===== src/rtl/axis_video_frame_sink.sv =====
// AXI4-Stream video frame sink: checks SOF/EOL framing, counts frames, sums pixels per frame.
// Optional pseudo-random backpressure: define AXIS_SINK_THROTTLE_EN.
module axis_video_frame_sink #(
   parameter int IMG_WIDTH     = 640,
   parameter int IMG_HEIGHT    = 480,
   parameter int IO_DATA_WIDTH = 24
) (
   input  logic                     ap_clk,
   input  logic                     areset,
   input  logic [IO_DATA_WIDTH-1:0] s_axis_tdata,
   input  logic                     s_axis_tvalid,
   output logic                     s_axis_tready,
   input  logic                     s_axis_tlast,
   input  logic                     s_axis_tuser,
   input  logic                     throttle,
   output logic                     frame_done,
   output logic                     frame_err,
   output logic [2:0]               err_code,
   output logic [15:0]              frame_count,
   output logic [31:0]              pix_checksum
);

   localparam int XW = $clog2(IMG_WIDTH);
   localparam int YW = (IMG_HEIGHT > 1) ? $clog2(IMG_HEIGHT) : 1;
   localparam logic [XW-1:0] X_LAST = XW'(IMG_WIDTH - 1);
   localparam logic [YW-1:0] Y_LAST = YW'(IMG_HEIGHT - 1);

   typedef enum logic [1:0] {S_IDLE, S_ACTIVE, S_DONE} state_t;

   state_t        state_q, state_d;
   logic [XW-1:0] x_q, x_d, x_eff;
   logic [YW-1:0] y_q, y_d, y_eff;
   logic [2:0]    err_q, err_d;
   logic [31:0]   sum_q, sum_d;
   logic [15:0]   cnt_q, cnt_d;
   logic          tready_q, tready_d;
   logic          done_q, ferr_q;
   logic          beat, take, stall;

`ifdef AXIS_SINK_THROTTLE_EN
   logic [15:0] lfsr_q, lfsr_d;

   // Fibonacci LFSR, taps 16/14/13/11
   assign lfsr_d = {lfsr_q[14:0], lfsr_q[15] ^ lfsr_q[13] ^ lfsr_q[12] ^ lfsr_q[10]};
   assign stall  = throttle && (lfsr_d[1:0] == 2'b00);

   always_ff @(posedge ap_clk or posedge areset) begin
      if (areset) lfsr_q <= 16'hACE1;
      else        lfsr_q <= lfsr_d;
   end
`else
   logic unused_throttle;
   assign unused_throttle = throttle;
   assign stall           = 1'b0;
`endif

   assign beat = s_axis_tvalid & tready_q;

   always_comb begin
      state_d = state_q;
      x_d     = x_q;
      y_d     = y_q;
      err_d   = err_q;
      sum_d   = sum_q;
      cnt_d   = cnt_q;
      x_eff   = x_q;
      y_eff   = y_q;
      take    = 1'b0;
      case (state_q)
         S_IDLE: begin
            if (beat && s_axis_tuser) begin
               take  = 1'b1;
               err_d = 3'b000;
               sum_d = 32'(s_axis_tdata);
               x_eff = '0;
               y_eff = '0;
            end
         end
         S_ACTIVE: begin
            if (beat) begin
               take = 1'b1;
               // A new SOF abandons the current frame and restarts at pixel (0,0).
               if (s_axis_tuser) begin
                  err_d = 3'b100;
                  sum_d = 32'(s_axis_tdata);
                  x_eff = '0;
                  y_eff = '0;
               end else begin
                  sum_d = sum_q + 32'(s_axis_tdata);
               end
            end
         end
         S_DONE:  state_d = S_IDLE;
         default: state_d = S_IDLE;
      endcase

      if (take) begin
         state_d = S_ACTIVE;
         if (x_eff == X_LAST || s_axis_tlast) begin
            // An early tlast is still a line end so the sink resyncs to the source.
            if (!s_axis_tlast)        err_d[1] = 1'b1;
            else if (x_eff != X_LAST) err_d[0] = 1'b1;
            x_d = '0;
            if (y_eff == Y_LAST) begin
               state_d = S_DONE;
               y_d     = '0;
               cnt_d   = cnt_q + 16'd1;
            end else begin
               y_d = y_eff + YW'(1);
            end
         end else begin
            x_d = x_eff + XW'(1);
            y_d = y_eff;
         end
      end

      tready_d = (state_d != S_DONE) && !stall;
   end

   always_ff @(posedge ap_clk or posedge areset) begin
      if (areset) begin
         state_q  <= S_IDLE;
         x_q      <= '0;
         y_q      <= '0;
         err_q    <= '0;
         sum_q    <= '0;
         cnt_q    <= '0;
         tready_q <= 1'b0;
         done_q   <= 1'b0;
         ferr_q   <= 1'b0;
      end else begin
         state_q  <= state_d;
         x_q      <= x_d;
         y_q      <= y_d;
         err_q    <= err_d;
         sum_q    <= sum_d;
         cnt_q    <= cnt_d;
         tready_q <= tready_d;
         done_q   <= (state_d == S_DONE);
         ferr_q   <= |err_d;
      end
   end

   assign s_axis_tready = tready_q;
   assign frame_done    = done_q;
   assign frame_err     = ferr_q;
   assign err_code      = err_q;
   assign frame_count   = cnt_q;
   assign pix_checksum  = sum_q;

endmodule

===== config.mk =====
export PLATFORM = sky130hd
export DESIGN_NAME = axis_video_frame_sink
export DESIGN_NICKNAME = d
export VERILOG_FILES = /design/src/rtl/axis_video_frame_sink.sv
export SDC_FILE = /design/constraint.sdc
export NUM_CORES = 1
export LEC_CHECK = 0
export ABC_CLOCK_PERIOD_IN_PS = 3390
export CAP_MARGIN = 30
export CORE_MARGIN = 3
export CORE_UTILIZATION = 54
export DETAILED_ROUTE_END_ITERATION = 8
export GPL_TIMING_DRIVEN = 0
export PLACE_DENSITY_LB_ADDON = 0.12
export SYNTH_ARGS = -nofsm -noshare
export SYNTH_HDL_FRONTEND = slang
export SYNTH_SLANG_ARGS = --single-unit

===== constraint.sdc =====
create_clock -name ap_clk -period 3.39 [get_ports ap_clk]
set_input_delay 0.339 -clock ap_clk [delete_from_list [all_inputs] [get_ports ap_clk]]
set_output_delay 0.339 -clock ap_clk [all_outputs]
set_load 0.005 [all_outputs]

==> results of run 1 <==
-- stage by stage --
step,hold slack [ps],TNS [ps]
4_1_cts,301,0
3_5_place_dp,471,-19570
6_report,297,0
2_1_floorplan,459,0
3_3_place_gp,461,-31580
5_1_grt,315,0
-- sequential cells by signal (all words and copies together) (netlist names) --
signal and count:
s_axis_tready 1, state_q 2, frame_count 16, pix_checksum 32, frame_done 1, y_q 9, x_q 10, frame_err 1
err_code 3
-- cells by family (layout without fill, tap and decap cells) --
group           after synthesis  after routing  synth area share
simple gates                232            232             0.231
compound gates              164            164             0.213
flops                        75             75             0.375
buf+inv                      41            139            0.0335
xor+xnor                     38             38            0.0665
fa+ha+maj                    28             28            0.0715
mux                           5              5            0.0100
-- worst min-delay path by stage --
stage	to	cells after the start	slack, ps
2_1_floorplan	x_q[9]$_DFFE_PP0P_	2	460
3_3_place_gp	frame_count[15]$_DFFE_PP0P_	1	460
3_5_place_dp	frame_count[15]$_DFFE_PP0P_	1	470
4_1_cts	pix_checksum[14]$_DFFE_PP0P_	2	300
5_1_grt	pix_checksum[2]$_DFFE_PP0P_	2	310
6_report	pix_checksum[2]$_DFFE_PP0P_	2	300
-- area by class of cell --
type                            instances  area share
Buffer                                 26      0.0190
Clock buffer                            9      0.0197
Clock inverter                          7      0.0166
Inverter                               14     0.00878
Multi-Input combinational cell        467       0.480
Sequential cell                        75       0.299
Tap cell                              108      0.0215
Timing Repair Buffer                   83       0.135
-- where the power goes --
group          leakage (µW)  internal, µW  total [µW]  switching, µW
registers          0.000973           988        1080           87.6
clock network      0.000115           427         810            384
logic               0.00160           531        1160            629
-- worst register-to-register path, delay by kind of cell (launching register included) --
family                     cells  cell delay [ps]
and+or+nand+nor                7             1240
AOI/OAI and AO/OA              1              270
DFF                            1              440
adders and majority gates      1              170
buffers and inverters          3              700
xor gates and xnor gates       1              160
-- per-layer routing --
layer	track usage	vias to the layer above	share of wire
met5	0	-	0
met4	0.120	0	0.027
met3	0.0437	28	0.059
met2	0.440	186	0.47
met1	0.351	2287	0.44
li1	-	2300	-
-- synth_stat cells (2+ instances only) --
master	number	area, µm²
o21a_1	7	52.6
nand2_1	88	330
nor2_1	39	146
o2111ai_1	2	17.5
a211oi_1	7	52.6
and2_1	6	37.5
buf_2	2	10.0
dfrtp_1	75	1880
inv_1	14	52.6
and3_1	12	75.1
or3_1	6	37.5
o21bai_1	3	22.5
a21oi_1	45	225
nor3_1	14	70.1
nand3b_1	2	15.0
nand4_1	11	68.8
o211ai_1	8	60.1
mux2i_1	5	50.1
xor2_1	17	149
o22ai_1	5	31.3
a21o_1	7	52.6
ha_1	27	338
nor2b_1	2	12.5
a32o_1	5	50.1
or2_1	2	12.5
nand2b_1	6	37.5
clkbuf_1	22	82.6
o21ai_0	44	220
or4_1	4	30.0
a2111oi_0	3	26.3
a31oi_1	12	75.1
nand3_1	26	130
a22o_1	3	26.3
xnor2_1	21	184
o31ai_1	3	22.5
-- what timing repair did --
action | CTS | global route
buffers inserted | 1 | 0
setup endpoints to repair | 29 | 21
pin swaps | 1 | 0
resized for setup | 8 | 6
==> run_results.csv, run 1 <==
group,metric,value,unit
logic_synthesis,netlist_area,5010,µm²
critical_path,cpLargestDelayFamily,"simple AND/OR/NAND/NOR gates",
job,cap_violations,0,
finish,syn_to_final_growth,25.3,%
die,rows,34,
placed_design,hpwlAfterDp,9890,µm
cts,clk_latency,360,ps
power_and_ir_drop,ir_worst_vdd,0.000310,V
finish,mostFrequentLayoutCell,"nand2_1",
logic_synthesis,syn_inst,583,
critical_path,r2r_start,"s_axis_tready$_DFF_PP0_",
critical_path,reg2reg_slack,290,ps
cts,clock-sinks,75,
detailed_routing,drt_wl_total,13500,µm
global_routing,grt_pass1_wl,22600,µm
die,start_util,0.566,
cts,cts_max_path_buffers,2,
finish,post-route-util,0.709,
detailed_routing,wl_per_cell,17.1,µm
finish,seq_area,1880,µm²
die,die_area,10500,µm²
logic_synthesis,seq_area_frac_synth,0.375,
finish,fin_area,6270,µm²
die,coreArea,8850,µm²
finish,final_cell_mix,"88 x nand2_1, 81 x clkdlybuf4s50_1, 75 x dfrtp_1",
sta,max_freq,0.313,GHz
logic_synthesis,syn_nets,641,
placed_design,dpl.cell_count,773,
logic_synthesis,yosysWarnings,0,
placed_design,pre_cts_slack,-829,ps
die,dieHeight,102,µm
cts,cts_tree,"yes",
cts,clockRootBuffer,"clkbuf_8",
detailed_routing,vias,4801,
sta,max-slew-margin-rel,0.504,
global_routing,grt_util_all_layers,0.269,
cts,clkTransAtPathRegs,90,ps
logic_synthesis,synth_area_per_cell,8.59,µm²
placed_design,globalplace.congestion,0.908,
sta,tightest_slew,741,ps
sta,period_share,0.944,
die,dieWidth,102,µm
detailed_routing,drcViolationCount,0,
sta,min_period,3200,ps
sta,hold_viol,0,
critical_path,required,3640,ps
finish,instances_no_fill,789,
critical_path,crit_top_cell,"clkbuf_4",
logic_synthesis,yosys_most_used_dff,"dfrtp_1",
logic_synthesis,synth-edff-count,0,
placed_design,port_buffers,81,
detailed_routing,first_iter_violations,291,
logic_synthesis,async_flop_share,1.00,
critical_path,cp_slowest_cell,"clkdlybuf4s50_1",
critical_path,crit_chain,"clkdlybuf4s50_1 -> nand4b_4 -> clkbuf_4 -> clkbuf_4 -> and2_1 -> ha_1 -> and3_1 -> a41o_4 -> nand2_4 -> nor2_2 -> nand2_1 -> inv_1 -> nand4_1 -> xnor2_1",
global_routing,grt_pass1_vias,4873,
sta,rsz0062_at_grt,"no",
power_and_ir_drop,total_power,3050,µW
sta,clock_skew,15.8,ps
sta,slew_violations,0,
power_and_ir_drop,powerDensity,486,nW/µm²
finish,fin_nets,734,
critical_path,crit_end,"frame_count[4]$_DFFE_PP0P_",
placed_design,placed_area,5980,µm²
outcome,status,"completed",
critical_path,rr_worst_depth,13,
sta,fin_ws,190,ps
finish,diodes,0,
finish,multi_input_area,3010,µm²
die,ios,84,
cts,cts-hold-fix-buffers,0,
critical_path,crit_cells,14,
detailed_routing,postRouteAntennaNets,0,
min_path,hold_path_class,"input port to async pin",
critical_path,cp_max_fo,10,
logic_synthesis,ys_types,63,
cts,cts_buffers,9,
critical_path,end_kind,"flip-flop",
sta,finalSetupViolations,0,
critical_path,cp_data_arrival_time,3450,ps
critical_path,critPathKind,"input port to flip-flop",
cts,cts_max_level,3,
critical_path,cp-start-kind,"input port",
power_and_ir_drop,leakage,0.00269,µW
finish,final.fill_count,717,
critical_path,rr_endpoint,"frame_count[4]$_DFFE_PP0P_",
detailed_routing,dr.pass1.iters,5,
global_routing,antenna_found_initial,0,
global_routing,grt_overflow,0,
global_routing,grt_max_degree,56,
finish,drive_gt1_frac,0.0646,
logic_synthesis,synth_seq_cells,75,
critical_path,slowest_delay,520,ps
critical_path,startpoint,"s_axis_tuser",
critical_path,critical_path_buf_inv_count,4,
detailed_routing,viasPerCell,6.08,
Note: power is estimated with default switching activity, not from simulation.
==> run 2: changes to the inputs <==
- PLACE_DENSITY: not set -> 0.81
- PLACE_DENSITY_LB_ADDON: 0.12 -> not set
==> run 2 against run 1 <==
Effect of this change: sequential power about the same; routed wire length increased by 2.0%; core utilization decreased by 0.54 points; die area unchanged; critical path depth decreased by 1; design area decreased by 0.76%; worst setup slack got worse by 43 ps; sequential cell count unchanged; critical path type unchanged; sequential share of layout area increased by 0.23 points; largest cell class unchanged; highest routed layer unchanged.
==> run_results.csv, run 2 (synthesized netlist as in run 1, its figures left out) <==
group,metric,value,unit
detailed_routing,viasPerCell,6.19,
global_routing,grt_pass1_wl,22800,µm
detailed_routing,wl_per_cell,17.4,µm
min_path,hold_path_class,"input port to async pin",
sta,slew_violations,0,
global_routing,grt_overflow,0,
critical_path,required,3680,ps
sta,max-slew-margin-rel,0.487,
finish,fin_area,6220,µm²
finish,seq_area,1880,µm²
detailed_routing,dr.pass1.iters,5,
placed_design,globalplace.congestion,0.906,
detailed_routing,vias,4886,
finish,final_cell_mix,"88 x nand2_1, 81 x clkdlybuf4s50_1, 75 x dfrtp_1",
power_and_ir_drop,powerDensity,470,nW/µm²
finish,multi_input_area,3010,µm²
sta,hold_viol,0,
global_routing,grt_util_all_layers,0.270,
cts,cts_tree,"yes",
critical_path,critPathKind,"input port to flip-flop",
cts,cts-hold-fix-buffers,0,
die,die_area,10500,µm²
sta,clock_skew,8.33,ps
job,cap_violations,0,
outcome,status,"completed",
finish,fin_nets,734,
die,rows,34,
power_and_ir_drop,leakage,0.00267,µW
placed_design,port_buffers,81,
cts,cts_max_path_buffers,2,
finish,syn_to_final_growth,24.3,%
cts,cts_buffers,9,
sta,min_period,3240,ps
finish,drive_gt1_frac,0.0646,
cts,clk_latency,360,ps
die,start_util,0.566,
critical_path,end_kind,"flip-flop",
die,dieWidth,102,µm
critical_path,cp_data_arrival_time,3530,ps
sta,period_share,0.957,
detailed_routing,drt_wl_total,13700,µm
power_and_ir_drop,ir_worst_vdd,0.000247,V
detailed_routing,first_iter_violations,306,
cts,clock-sinks,75,
sta,max_freq,0.308,GHz
cts,clkTransAtPathRegs,90,ps
cts,clockRootBuffer,"clkbuf_8",
sta,finalSetupViolations,0,
global_routing,antenna_found_initial,0,
global_routing,grt_pass1_vias,4800,
die,ios,84,
sta,tightest_slew,767,ps
finish,mostFrequentLayoutCell,"nand2_1",
critical_path,cp-start-kind,"input port",
placed_design,placed_area,5980,µm²
detailed_routing,drcViolationCount,0,
critical_path,cp_max_fo,10,
die,coreArea,8850,µm²
global_routing,grt_max_degree,50,
finish,diodes,0,
cts,cts_max_level,3,
finish,final.fill_count,715,
die,dieHeight,102,µm
finish,largest_reg_flops,32,
sta,setup-tns-final,0,ps
sta,rsz0062_at_grt,"no",
detailed_routing,postRouteAntennaNets,0,
placed_design,hpwlAfterDp,9990,µm
## run 2: cell count changes in the layout (fill, tap and decap cells not counted)
cell	change
clkbuf_4	-1
clkinvlp_4	+1
inv_8	+1
clkinv_2	+1
bufinv_16	-2
clkbuf_2	+1
clkinv_4	-1
## run 2: final timing paths
| path | start | to | slack [ps] | cells after the start |
|---|---|---|---|---|
| worst min-delay path | areset | pix_checksum[2]$_DFFE_PP0P_ | 330 | 2 |
| worst max register to register | s_axis_tready$_DFF_PP0_ | frame_count[10]$_DFFE_PP0P_ | 240 | 12 |
| max in group asynchronous | areset | y_q[0]$_DFFE_PP0P_ | 2490 | 3 |
| worst max-delay path | s_axis_tuser | frame_count[10]$_DFFE_PP0P_ | 150 | 13 |
| worst min register to register | frame_count[15]$_DFFE_PP0P_ | frame_count[15]$_DFFE_PP0P_ | 490 | 1 |
| min in group ap_clk | s_axis_tlast | x_q[6]$_DFFE_PP0P_ | 430 | 2 |
## run 2: area by class of cell
type	instances	share of cell area
multi-input combinational	467	0.484
sequential	75	0.302
timing repair buffer	83	0.136
tap	108	0.0217
clock buffer	9	0.0199
buffer	26	0.0187
clock inverter	7	0.00945
inverter	14	0.00884
## run 2: repair_timing
item / CTS / global route
pin swaps: 2 / 0
resized for setup: 7 / 5
setup endpoints to repair: 31 / 22
buffers inserted: 1 / 0
## run 2: power breakdown
group | internal [µW] | leakage (µW) | switching [µW]
combinational | 530 | 0.00160 | 643
clock | 280 | 0.0000929 | 395
sequential | 988 | 0.000973 | 92.0
## run 2: stage by stage
step           hold WS (ps)  total power [µW]   util  std cells  setup slack, ps
2_1_floorplan           459              1830      -        583              391
3_3_place_gp            463              2190  0.673        772             -761
3_5_place_dp            475              2240  0.676        773             -898
4_1_cts                 342              2910  0.702        789             4.58
5_1_grt                 376              3110  0.703        789             5.32
6_report                332              2930  0.703        789              147
## run 2: critical path: stages
cell	delay [ps]
clkdlybuf4s50_1	530
nand4b_4	230
clkbuf_4	250
clkbuf_2	260
and2_1	170
ha_1	170
and3_1	220
a41o_4	260
nand2_4	70
or4_4	540
buf_6	150
nor3_4	180
xor2_1	150
## run 2: metal layers
metal | vias to the layer above | track usage | share of wire
li1 | 2293 | - | -
met1 | 2371 | 0.375 | 0.45
met2 | 203 | 0.445 | 0.48
met3 | 19 | 0.0307 | 0.062
met4 | 0 | 0.0817 | 0.012
met5 | - | 0 | 0
